[config.mk]
export PLATFORM = sky130hd
export DESIGN_NAME = rice_bus_arbiter_flat
export DESIGN_NICKNAME = d
export VERILOG_FILES = /design/src/rtl/rice_core_pkg.sv /design/src/rtl/rice_bus_if.sv /design/src/rtl/rice_bus_arbiter_fifo.sv /design/src/rtl/rice_bus_arbiter.sv /design/src/flat_wrapper.sv
export SDC_FILE = /design/constraint.sdc
export NUM_CORES = 1
export LEC_CHECK = 0
export CAP_MARGIN = 20
export CORE_AREA = 4 4 120 122
export DETAILED_ROUTE_END_ITERATION = 16
export DIE_AREA = 0 0 124 126
export SLEW_MARGIN = 25
export SYNTH_ARGS = -nofsm -noshare
export SYNTH_HDL_FRONTEND = slang
export SYNTH_SLANG_ARGS = --single-unit
[constraint.sdc]
create_clock -name i_clk -period 3.06 [get_ports i_clk]
set_input_delay 0.459 -clock i_clk [delete_from_list [all_inputs] [get_ports i_clk]]
set_output_delay 0.459 -clock i_clk [all_outputs]
set_load 0.005 [all_outputs]
[src/rtl/rice_core_pkg.sv]
// Shared types for the rice core bus fabric: bus source tags and a helper
// for round-robin alternation between the two core masters.
package rice_core_pkg;

  typedef enum logic {
    RICE_BUS_SOURCE_INST = 1'b0,
    RICE_BUS_SOURCE_DATA = 1'b1
  } rice_bus_source_e;

  localparam int RICE_BUS_SOURCE_COUNT = 2;

  function automatic rice_bus_source_e rice_bus_other_source(input rice_bus_source_e src);
    rice_bus_source_e other;
    case (src)
      RICE_BUS_SOURCE_INST: other = RICE_BUS_SOURCE_DATA;
      RICE_BUS_SOURCE_DATA: other = RICE_BUS_SOURCE_INST;
      default:              other = RICE_BUS_SOURCE_INST;
    endcase
    return other;
  endfunction

endpackage

[src/rtl/rice_bus_if.sv]
// Simple valid/ready request bus with an always-accepted response channel.
// The master issues requests; the slave answers with responses.
interface rice_bus_if #(
  parameter int ADDRESS_WIDTH = 32,
  parameter int XLEN          = 32
);

  logic                     request_valid;
  logic                     request_ready;
  logic                     request_write;
  logic [ADDRESS_WIDTH-1:0] request_address;
  logic [XLEN-1:0]          request_data;
  logic [XLEN/8-1:0]        request_strobe;
  logic                     response_valid;
  logic [XLEN-1:0]          response_data;
  logic                     response_error;

  modport master (
    output request_valid,
    input  request_ready,
    output request_write,
    output request_address,
    output request_data,
    output request_strobe,
    input  response_valid,
    input  response_data,
    input  response_error
  );

  modport slave (
    input  request_valid,
    output request_ready,
    input  request_write,
    input  request_address,
    input  request_data,
    input  request_strobe,
    output response_valid,
    output response_data,
    output response_error
  );

endinterface

[src/rtl/rice_bus_arbiter_fifo.sv]
// In-order tag FIFO recording which master issued each outstanding request.
// Push and pop may coincide at any occupancy, including full.
module rice_bus_arbiter_fifo #(
  parameter int DEPTH = 2
) (
  input  logic clk_i,
  input  logic rst_i,
  input  logic push_i,
  input  logic push_data_i,
  input  logic pop_i,
  output logic full_o,
  output logic empty_o,
  output logic head_o
);

  localparam int PTR_W = (DEPTH > 1) ? $clog2(DEPTH) : 1;
  localparam int CNT_W = $clog2(DEPTH) + 1;

  logic [DEPTH-1:0] mem_q;
  logic [PTR_W-1:0] wr_ptr_q, wr_ptr_d;
  logic [PTR_W-1:0] rd_ptr_q, rd_ptr_d;
  logic [CNT_W-1:0] count_q, count_d;
  logic             push_ok;
  logic             pop_ok;

  function automatic logic [PTR_W-1:0] ptr_next(input logic [PTR_W-1:0] ptr);
    logic [PTR_W-1:0] nxt;
    if (ptr == PTR_W'(DEPTH - 1)) begin
      nxt = {PTR_W{1'b0}};
    end else begin
      nxt = ptr + PTR_W'(1);
    end
    return nxt;
  endfunction

  assign full_o  = (count_q == CNT_W'(DEPTH));
  assign empty_o = (count_q == {CNT_W{1'b0}});
  assign head_o  = mem_q[rd_ptr_q];

  // A push into a full FIFO only lands when the head leaves in the same cycle.
  always_comb begin
    pop_ok   = pop_i && !empty_o;
    push_ok  = push_i && (!full_o || pop_ok);
    wr_ptr_d = wr_ptr_q;
    rd_ptr_d = rd_ptr_q;
    count_d  = count_q;
    if (push_ok) begin
      wr_ptr_d = ptr_next(wr_ptr_q);
    end else begin
      wr_ptr_d = wr_ptr_q;
    end
    if (pop_ok) begin
      rd_ptr_d = ptr_next(rd_ptr_q);
    end else begin
      rd_ptr_d = rd_ptr_q;
    end
    case ({push_ok, pop_ok})
      2'b10:   count_d = count_q + CNT_W'(1);
      2'b01:   count_d = count_q - CNT_W'(1);
      default: count_d = count_q;
    endcase
  end

  always_ff @(posedge clk_i or posedge rst_i) begin
    if (rst_i) begin
      mem_q    <= {DEPTH{1'b0}};
      wr_ptr_q <= {PTR_W{1'b0}};
      rd_ptr_q <= {PTR_W{1'b0}};
      count_q  <= {CNT_W{1'b0}};
    end else begin
      if (push_ok) begin
        mem_q[wr_ptr_q] <= push_data_i;
      end
      wr_ptr_q <= wr_ptr_d;
      rd_ptr_q <= rd_ptr_d;
      count_q  <= count_d;
    end
  end

endmodule

[src/rtl/rice_bus_arbiter.sv]
// Merges the core's instruction and data masters onto one memory master port
// with round-robin arbitration, stall locking and in-order response routing.
module rice_bus_arbiter
  import rice_core_pkg::*;
#(
  parameter int XLEN            = 32,
  parameter int ADDRESS_WIDTH   = 32,
  parameter int MAX_OUTSTANDING = 2
) (
  input  logic      i_clk,
  input  logic      i_rst,
  rice_bus_if.slave  inst_bus_if,
  rice_bus_if.slave  data_bus_if,
  rice_bus_if.master memory_bus_if,
  output logic      o_response_error
);

  rice_bus_source_e         grant_q, grant_d;
  rice_bus_source_e         last_grant_q, last_grant_d;
  logic                     lock_q, lock_d;
  logic                     error_q, error_d;

  rice_bus_source_e         grant_sel;
  rice_bus_source_e         head_src;
  logic                     sel_valid;
  logic                     sel_write;
  logic [ADDRESS_WIDTH-1:0] sel_address;
  logic [XLEN-1:0]          sel_data;
  logic [XLEN/8-1:0]        sel_strobe;
  logic                     fifo_full;
  logic                     fifo_empty;
  logic                     fifo_head;
  logic                     fifo_pop;
  logic                     can_issue;
  logic                     mem_req_valid;
  logic                     transfer;
  logic                     resp_to_inst;
  logic                     resp_to_data;

  // Grant selection: a stalled grant is held, otherwise round-robin on ties.
  always_comb begin
    grant_sel = last_grant_q;
    if (lock_q) begin
      grant_sel = grant_q;
    end else if (inst_bus_if.request_valid && data_bus_if.request_valid) begin
      grant_sel = rice_bus_other_source(last_grant_q);
    end else if (inst_bus_if.request_valid) begin
      grant_sel = RICE_BUS_SOURCE_INST;
    end else if (data_bus_if.request_valid) begin
      grant_sel = RICE_BUS_SOURCE_DATA;
    end else begin
      grant_sel = rice_bus_other_source(last_grant_q);
    end
  end

  // Request payload mux from the granted master.
  always_comb begin
    sel_valid   = 1'b0;
    sel_write   = 1'b0;
    sel_address = {ADDRESS_WIDTH{1'b0}};
    sel_data    = {XLEN{1'b0}};
    sel_strobe  = {(XLEN/8){1'b0}};
    case (grant_sel)
      RICE_BUS_SOURCE_INST: begin
        sel_valid   = inst_bus_if.request_valid;
        sel_write   = inst_bus_if.request_write;
        sel_address = inst_bus_if.request_address;
        sel_data    = inst_bus_if.request_data;
        sel_strobe  = inst_bus_if.request_strobe;
      end
      RICE_BUS_SOURCE_DATA: begin
        sel_valid   = data_bus_if.request_valid;
        sel_write   = data_bus_if.request_write;
        sel_address = data_bus_if.request_address;
        sel_data    = data_bus_if.request_data;
        sel_strobe  = data_bus_if.request_strobe;
      end
      default: begin
        sel_valid   = 1'b0;
        sel_write   = 1'b0;
        sel_address = {ADDRESS_WIDTH{1'b0}};
        sel_data    = {XLEN{1'b0}};
        sel_strobe  = {(XLEN/8){1'b0}};
      end
    endcase
  end

  // A response draining the head frees a slot for a request in the same cycle.
  assign head_src      = rice_bus_source_e'(fifo_head);
  assign fifo_pop      = memory_bus_if.response_valid && !fifo_empty && !i_rst;
  assign can_issue     = !fifo_full || fifo_pop;
  assign mem_req_valid = sel_valid && can_issue && !i_rst;
  assign transfer      = mem_req_valid && memory_bus_if.request_ready;

  assign memory_bus_if.request_valid   = mem_req_valid;
  assign memory_bus_if.request_write   = sel_write;
  assign memory_bus_if.request_address = sel_address;
  assign memory_bus_if.request_data    = sel_data;
  assign memory_bus_if.request_strobe  = sel_strobe;

  assign inst_bus_if.request_ready = (grant_sel == RICE_BUS_SOURCE_INST) && can_issue
                                     && memory_bus_if.request_ready && !i_rst;
  assign data_bus_if.request_ready = (grant_sel == RICE_BUS_SOURCE_DATA) && can_issue
                                     && memory_bus_if.request_ready && !i_rst;

  assign resp_to_inst = fifo_pop && (head_src == RICE_BUS_SOURCE_INST);
  assign resp_to_data = fifo_pop && (head_src == RICE_BUS_SOURCE_DATA);

  assign inst_bus_if.response_valid = resp_to_inst;
  assign inst_bus_if.response_data  = memory_bus_if.response_data;
  assign inst_bus_if.response_error = resp_to_inst && memory_bus_if.response_error;
  assign data_bus_if.response_valid = resp_to_data;
  assign data_bus_if.response_data  = memory_bus_if.response_data;
  assign data_bus_if.response_error = resp_to_data && memory_bus_if.response_error;

  assign o_response_error = error_q;

  rice_bus_arbiter_fifo #(
    .DEPTH (MAX_OUTSTANDING)
  ) u_source_fifo (
    .clk_i       (i_clk),
    .rst_i       (i_rst),
    .push_i      (transfer),
    .push_data_i (grant_sel),
    .pop_i       (fifo_pop),
    .full_o      (fifo_full),
    .empty_o     (fifo_empty),
    .head_o      (fifo_head)
  );

  // Next-state for lock, grant history and the sticky orphan-response flag.
  always_comb begin
    lock_d  = mem_req_valid && !memory_bus_if.request_ready;
    grant_d = grant_sel;
    error_d = error_q || (memory_bus_if.response_valid && fifo_empty);
    if (transfer) begin
      last_grant_d = grant_sel;
    end else begin
      last_grant_d = last_grant_q;
    end
  end

  always_ff @(posedge i_clk or posedge i_rst) begin
    if (i_rst) begin
      grant_q      <= RICE_BUS_SOURCE_DATA;
      last_grant_q <= RICE_BUS_SOURCE_DATA;
      lock_q       <= 1'b0;
      error_q      <= 1'b0;
    end else begin
      grant_q      <= grant_d;
      last_grant_q <= last_grant_d;
      lock_q       <= lock_d;
      error_q      <= error_d;
    end
  end

endmodule
[src/flat_wrapper.sv]
// flat-port wrapper written by rule: the top's interface ports become plain ports
module rice_bus_arbiter_flat import rice_core_pkg::*;
#(
  parameter int XLEN            = 32,
  parameter int ADDRESS_WIDTH   = 32,
  parameter int MAX_OUTSTANDING = 2
)
  (i_clk, i_rst, o_response_error, inst_bus_if_request_valid, inst_bus_if_request_ready, inst_bus_if_request_write, inst_bus_if_request_address, inst_bus_if_request_data, inst_bus_if_request_strobe, inst_bus_if_response_valid, inst_bus_if_response_data, inst_bus_if_response_error, data_bus_if_request_valid, data_bus_if_request_ready, data_bus_if_request_write, data_bus_if_request_address, data_bus_if_request_data, data_bus_if_request_strobe, data_bus_if_response_valid, data_bus_if_response_data, data_bus_if_response_error, memory_bus_if_request_valid, memory_bus_if_request_ready, memory_bus_if_request_write, memory_bus_if_request_address, memory_bus_if_request_data, memory_bus_if_request_strobe, memory_bus_if_response_valid, memory_bus_if_response_data, memory_bus_if_response_error);
  rice_bus_if #(.ADDRESS_WIDTH(ADDRESS_WIDTH), .XLEN(XLEN)) inst_bus_if_i ();
  rice_bus_if #(.ADDRESS_WIDTH(ADDRESS_WIDTH), .XLEN(XLEN)) data_bus_if_i ();
  rice_bus_if #(.ADDRESS_WIDTH(ADDRESS_WIDTH), .XLEN(XLEN)) memory_bus_if_i ();
  input  logic i_clk;
  input  logic i_rst;
  output logic o_response_error;
  input wire logic [$bits(inst_bus_if_i.request_valid)-1:0] inst_bus_if_request_valid;
  output wire logic [$bits(inst_bus_if_i.request_ready)-1:0] inst_bus_if_request_ready;
  input wire logic [$bits(inst_bus_if_i.request_write)-1:0] inst_bus_if_request_write;
  input wire logic [$bits(inst_bus_if_i.request_address)-1:0] inst_bus_if_request_address;
  input wire logic [$bits(inst_bus_if_i.request_data)-1:0] inst_bus_if_request_data;
  input wire logic [$bits(inst_bus_if_i.request_strobe)-1:0] inst_bus_if_request_strobe;
  output wire logic [$bits(inst_bus_if_i.response_valid)-1:0] inst_bus_if_response_valid;
  output wire logic [$bits(inst_bus_if_i.response_data)-1:0] inst_bus_if_response_data;
  output wire logic [$bits(inst_bus_if_i.response_error)-1:0] inst_bus_if_response_error;
  input wire logic [$bits(data_bus_if_i.request_valid)-1:0] data_bus_if_request_valid;
  output wire logic [$bits(data_bus_if_i.request_ready)-1:0] data_bus_if_request_ready;
  input wire logic [$bits(data_bus_if_i.request_write)-1:0] data_bus_if_request_write;
  input wire logic [$bits(data_bus_if_i.request_address)-1:0] data_bus_if_request_address;
  input wire logic [$bits(data_bus_if_i.request_data)-1:0] data_bus_if_request_data;
  input wire logic [$bits(data_bus_if_i.request_strobe)-1:0] data_bus_if_request_strobe;
  output wire logic [$bits(data_bus_if_i.response_valid)-1:0] data_bus_if_response_valid;
  output wire logic [$bits(data_bus_if_i.response_data)-1:0] data_bus_if_response_data;
  output wire logic [$bits(data_bus_if_i.response_error)-1:0] data_bus_if_response_error;
  output wire logic [$bits(memory_bus_if_i.request_valid)-1:0] memory_bus_if_request_valid;
  input wire logic [$bits(memory_bus_if_i.request_ready)-1:0] memory_bus_if_request_ready;
  output wire logic [$bits(memory_bus_if_i.request_write)-1:0] memory_bus_if_request_write;
  output wire logic [$bits(memory_bus_if_i.request_address)-1:0] memory_bus_if_request_address;
  output wire logic [$bits(memory_bus_if_i.request_data)-1:0] memory_bus_if_request_data;
  output wire logic [$bits(memory_bus_if_i.request_strobe)-1:0] memory_bus_if_request_strobe;
  input wire logic [$bits(memory_bus_if_i.response_valid)-1:0] memory_bus_if_response_valid;
  input wire logic [$bits(memory_bus_if_i.response_data)-1:0] memory_bus_if_response_data;
  input wire logic [$bits(memory_bus_if_i.response_error)-1:0] memory_bus_if_response_error;
  assign inst_bus_if_i.request_valid = inst_bus_if_request_valid;
  assign inst_bus_if_request_ready = inst_bus_if_i.request_ready;
  assign inst_bus_if_i.request_write = inst_bus_if_request_write;
  assign inst_bus_if_i.request_address = inst_bus_if_request_address;
  assign inst_bus_if_i.request_data = inst_bus_if_request_data;
  assign inst_bus_if_i.request_strobe = inst_bus_if_request_strobe;
  assign inst_bus_if_response_valid = inst_bus_if_i.response_valid;
  assign inst_bus_if_response_data = inst_bus_if_i.response_data;
  assign inst_bus_if_response_error = inst_bus_if_i.response_error;
  assign data_bus_if_i.request_valid = data_bus_if_request_valid;
  assign data_bus_if_request_ready = data_bus_if_i.request_ready;
  assign data_bus_if_i.request_write = data_bus_if_request_write;
  assign data_bus_if_i.request_address = data_bus_if_request_address;
  assign data_bus_if_i.request_data = data_bus_if_request_data;
  assign data_bus_if_i.request_strobe = data_bus_if_request_strobe;
  assign data_bus_if_response_valid = data_bus_if_i.response_valid;
  assign data_bus_if_response_data = data_bus_if_i.response_data;
  assign data_bus_if_response_error = data_bus_if_i.response_error;
  assign memory_bus_if_request_valid = memory_bus_if_i.request_valid;
  assign memory_bus_if_i.request_ready = memory_bus_if_request_ready;
  assign memory_bus_if_request_write = memory_bus_if_i.request_write;
  assign memory_bus_if_request_address = memory_bus_if_i.request_address;
  assign memory_bus_if_request_data = memory_bus_if_i.request_data;
  assign memory_bus_if_request_strobe = memory_bus_if_i.request_strobe;
  assign memory_bus_if_i.response_valid = memory_bus_if_response_valid;
  assign memory_bus_if_i.response_data = memory_bus_if_response_data;
  assign memory_bus_if_i.response_error = memory_bus_if_response_error;
  rice_bus_arbiter #(.XLEN(XLEN), .ADDRESS_WIDTH(ADDRESS_WIDTH), .MAX_OUTSTANDING(MAX_OUTSTANDING)) u_core (.i_clk(i_clk), .i_rst(i_rst), .inst_bus_if(inst_bus_if_i), .data_bus_if(data_bus_if_i), .memory_bus_if(memory_bus_if_i), .o_response_error(o_response_error));
endmodule
After elaboration in Yosys (flattened, before gate mapping). Cells that the tools add are included. W data, S select, Z words.

Bitwise gates (word level): 3. Add/sub/neg operators: 4. Equality and inequality tests: 3. Reduce and logical (&&, ||, !) cells: 30. Mux-type cells: 18. Magnitude comparators: 3.

Operators by type and width (count): $pmux W32 S2 (2); $logic_and A1 B1 Y1 (21); $mux W1 (9); $pmux W4 S2 (1); $pmux W1 S2 (3); $eq A2 B2 Y1 const B (2); $logic_not A1 Y1 (4); $lt A1 B2 Y1 const B (2); $pmux W2 S2 (1); $logic_or A1 B1 Y1 (3); $not A1 Y1 (3); $add A1 B1 Y1 const B (2); $add A2 B1 Y2 const B (1); $bwmux W2 (1); $eq A2 B1 Y1 const B (1); $logic_not A2 Y1 (1); $reduce_bool A2 Y1 (1); $sub A2 B1 Y2 const B (1); $demux W1 S1 (1); $ge A1 B1 Y1 const B (1).

Input port bits: 177. Register bits after elaboration: 10. Logic and storage cells: 69. Output and inout bits: 141.

Logic depth before layout (Yosys ltp).
Depth after elaboration: 14. Gate-level depth with buffers: 7. Mapped depth without buffers: 7.

Hierarchy. From an unflattened synthesis, not the netlist that was laid out.

Cell total of the unflattened synthesis: 199. Area, all modules: 1900.6 µm².

Modules (own cells, without submodules): rice_bus_arbiter (cells an instance 173, seq. area each 102.6 µm², area an instance 1602.8 µm², instances 1); rice_bus_arbiter_fifo (cells an instance 26, seq. area each 150.1 µm², area an instance 297.8 µm², instances 1).

Least setup slack after synthesis. No wires, ideal clock.

Kind: in2out. Start point: in inst_bus_if_request_valid. End point: out memory_bus_if_request_address[29]. Arrival: 1.486 ns. Stages: 6. Required time: 2.601 ns. Path buffers: 2. Path slack: 1.115 ns. Cells stage by stage: inv_2 -> a21o_1 -> o21ai_2 -> buf_4 -> buf_4 -> mux2_1.

Word-level cells in the longest chain between the ends: 5. Elaborated cells on any way between the ends: 6. Those cells by class: mux: 4; bitwise: 1; reduce/logical: 1.

RTL lines: start, declared (line flat_wrapper.sv:15) `input wire logic [$bits(inst_bus_if_i.request_valid)-1:0] inst_bus_if_request_valid;`; $mux W1 / $logic_and A1 B1 Y1 (equally long branches) (line rice_bus_arbiter.sv:47, rice_bus_arbiter.sv:45); $mux W1 (*) (line rice_bus_arbiter.sv:45) `end else if (inst_bus_if.request_valid && data_bus_if.request_valid) begin`; $mux W1 (*) (line rice_bus_arbiter.sv:43) `if (lock_q) begin`; $not A1 Y1 (line rice_bus_arbiter.sv:63) `case (grant_sel)`; $pmux W32 S2 (*) (line rice_bus_arbiter.sv:63); end, declared (line flat_wrapper.sv:36) `output wire logic [$bits(memory_bus_if_i.request_address)-1:0] memory_bus_if_request_address;`.

Mark *: on every way between the ends. The rest lies on a longest branch, timed or not.

Worst setup path after layout.
Start point: in inst_bus_if_request_valid. End point: out memory_bus_if_request_address[1].

Same word-level chain as after synthesis.

==> impl_metrics.env <==
export IMPL_status="finished clean"
export IMPL_ios=318
export IMPL_synth_edf_count=0
export IMPL_die_area_um2=15600
export IMPL_ys_ff_latch=10
export IMPL_clock_latency_ns=0.24
export IMPL_arrival_ns=2.54
export IMPL_use_met3=0.0910
export IMPL_vias_per_cell=3.72
export IMPL_hold_buffers=0
export IMPL_slew_headroom=0.596
export IMPL_cts_tree="yes"
export IMPL_cp_endpoint="memory_bus_if_request_address[1]"
export IMPL_startpoint_type="input pin"
export IMPL_postSynthCellCount=195
export IMPL_leakage_nw=1.54
export IMPL_report_power_total_mw=1.75
export IMPL_cts_buffers=3
export IMPL_drc_errors=0
export IMPL_drt_total_wl_um=9730
export IMPL_grt_max_degree=36
export IMPL_rows=42
export IMPL_yosysUniqueCellTypes=32
export IMPL_max_stage_delay_ns=0.50
export IMPL_wl_per_cell_um=18.1
export IMPL_r2r_slack_ns=1.05
export IMPL_fin_nets=540
export IMPL_tightest_slew_ns=0.604
export IMPL_path_cells="clkdlybuf4s50_1, inv_2, a21o_1, o21ai_4, buf_12, buf_12, mux2_1, clkdlybuf4s50_1"
export IMPL_timing_fmax_mhz=333
export IMPL_cts_clk_slew_worst_paths_ns=0.04
export IMPL_h_tree_depth=1
export IMPL_path_max_fanout=15
export IMPL_overflow=0
export IMPL_num_fill_cells=1352
export IMPL_die_x_um=124
export IMPL_cts_sinks=10
export IMPL_met2_usage=0.185
export IMPL_yosysWarnings=0
export IMPL_multi_input_comb_area_um2=1040
export IMPL_core_um2=13200
export IMPL_instances_no_fill=537
export IMPL_post_dp_hpwl_um=8650
export IMPL_max_cap_violations=0
export IMPL_r2r_end="u_core.u_source_fifo.count_q[1]"
export IMPL_power_density_nw_per_um2=437
export IMPL_crit_required_ns=2.60
export IMPL_critPathCaptureType="output pin"
export IMPL_drive_above_1_share=0.133
export IMPL_portBuffers=221
export IMPL_syn_to_final_growth_pct=115
export IMPL_maxSlewViolCount=0
export IMPL_syn_avg_cell_area_um2=9.54
export IMPL_setup_viol=0
export IMPL_r2r_start="u_core.u_source_fifo.count_q[1]"
export IMPL_gp_congestion=0.829
export IMPL_drtAntennaViolNets=0
export IMPL_via_count=1998
export IMPL_antenna_found_initial=0
export IMPL_syn_nets=373
export IMPL_die_h_um=126
export IMPL_drt_iter0_drc=26
export IMPL_cts_root_buf="clkbuf_16"
export IMPL_crit_start="inst_bus_if_request_valid"
export IMPL_final_hold_viol_count=0
export IMPL_seq_area_um2=253
export IMPL_synth_area_um2=1860
export IMPL_ys_seq_area_frac=0.136
export IMPL_antenna_cells=0
export IMPL_peakVddDrop_v=0.000138
export IMPL_synth_flop_cell="dfrtp_1"
export IMPL_min_path_type="reg -> reg"
export IMPL_dr_pass1_iters=3
export IMPL_grt_pass1_vias=2180
export IMPL_slowest_stage="clkdlybuf4s50_1"
export IMPL_finalCritPeriodShare=0.981
export IMPL_gr_usage_met1=0.101
export IMPL_ys_async_sr_fraction=1.00
export IMPL_dp_cells=530
export IMPL_grt_busiest_layer="met2"
export IMPL_crit_type="in -> out"
export IMPL_reg2reg_depth=6
export IMPL_grt_pass1_wl_um=13000
export IMPL_initial_utilization=0.141
export IMPL_fin_crit_ns=3.00
export IMPL_clock_path_buffers=2
export IMPL_finalClockSkew_ns=0.00286
export IMPL_grt_use_total=0.110
## stage by stage
step           setup WS, ns  cell area [um^2]  TNS [ns]  utilization  hold WS, ns
5_1_grt            -0.00137              4000  -0.00137        0.303        0.492
2_1_floorplan          1.11              1860         0            -        0.306
3_5_place_dp         0.0409              3870         0        0.294        0.452
4_1_cts              0.0399              3960         0        0.301        0.460
3_3_place_gp         0.0522              3870         0        0.294        0.450
6_report             0.0578              4000         0        0.303        0.455
## sequential cells by signal, summed over array words and instances, names as in the netlist
name,count
u_core.lock_q,1
u_core.u_source_fifo.count_q,2
u_core.grant_q,1
u_core.u_source_fifo.wr_ptr_q,1
u_core.u_source_fifo.mem_q,2
u_core.u_source_fifo.rd_ptr_q,1
u_core.o_response_error,1
u_core.last_grant_q,1
## critical path, delay by kind of cell
kind	cells	cell delay (ns)
mux	1	0.31
buf+inv	5	1.34
compound gates	2	0.41
## what timing repair did
action | 4_1_cts | 5_1_grt
setup endpoints to repair | 0 | 10
resized for setup | 0 | 4
setup buffers | 0 | 3
## synthesized netlist by cell type (2+ instances only)
cell type  instances  share of area
xnor2_1            4          0.019
mux2_2            25           0.15
buf_2              2         0.0054
nor2_1             5          0.010
mux2_1            44           0.27
inv_1              5          0.010
o31ai_1            2         0.0081
dfrtp_1            8           0.11
a31oi_1            4          0.013
and2_1             2         0.0067
a21o_1             2         0.0081
buf_6              4          0.024
dfstp_2            2          0.028
nor3b_1            2         0.0081
buf_4             66           0.27
o21ai_0            2         0.0054
## power breakdown
part           leakage [nW]  switching [mW]  total [mW]  internal, mW
registers             0.108          0.0399       0.225         0.185
logic                  1.39           0.420        1.26         0.843
clock network        0.0442          0.0628       0.259         0.197
## cells in the final DEF (no fill, tap or decap), drive strengths merged, types with 2 or more instances in the layout
| cell type | n |
|---|---|
| xnor2 | 4 |
| dfstp | 2 |
| mux2 | 69 |
| and2 | 2 |
| dlymetal6s2s | 4 |
| inv | 6 |
| a21o | 2 |
| o21ai | 3 |
| a31oi | 4 |
| clkbuf | 4 |
| nor3b | 2 |
| o31ai | 2 |
| nor2 | 5 |
| clkdlybuf4s50 | 217 |
| dfrtp | 8 |
| buf | 13 |
## routing by layer
layer | share of wire | wire length (um)
met5 | 0 | 0
met4 | 0.012 | 118
met3 | 0.23 | 2230
met2 | 0.45 | 4390
met1 | 0.31 | 3000
## worst min-delay path by stage
stage,from,end,depth (start not counted)
floorplan,i_rst,u_core.lock_q,1
global placement,u_core.o_response_error,u_core.o_response_error,1
detailed placement,u_core.o_response_error,u_core.o_response_error,1
CTS,u_core.o_response_error,u_core.o_response_error,1
global route,u_core.o_response_error,u_core.o_response_error,1
finish,u_core.o_response_error,u_core.o_response_error,1
## kinds of logic (layout without fill, tap and decap cells)
kind of cell,after synthesis,in the layout,share of synthesized area
buffers and inverters,78,244,0.308
muxes,70,70,0.423
and+or+nand+nor,17,17,0.0531
AOI/OAI and AO/OA,14,14,0.0498
DFF,10,10,0.136
xor gates and xnor gates,5,5,0.0235
adders and majority gates,1,1,0.00672
## layout make-up
| class | instances | area share |
|---|---|---|
| repair buffers | 234 | 0.593 |
| multi-input cells | 107 | 0.261 |
| flip-flops and latches | 10 | 0.0632 |
| well taps | 176 | 0.0551 |
| clock buffers | 4 | 0.0222 |
| inverters | 6 | 0.00564 |
(Power assumes the default switching activity.)
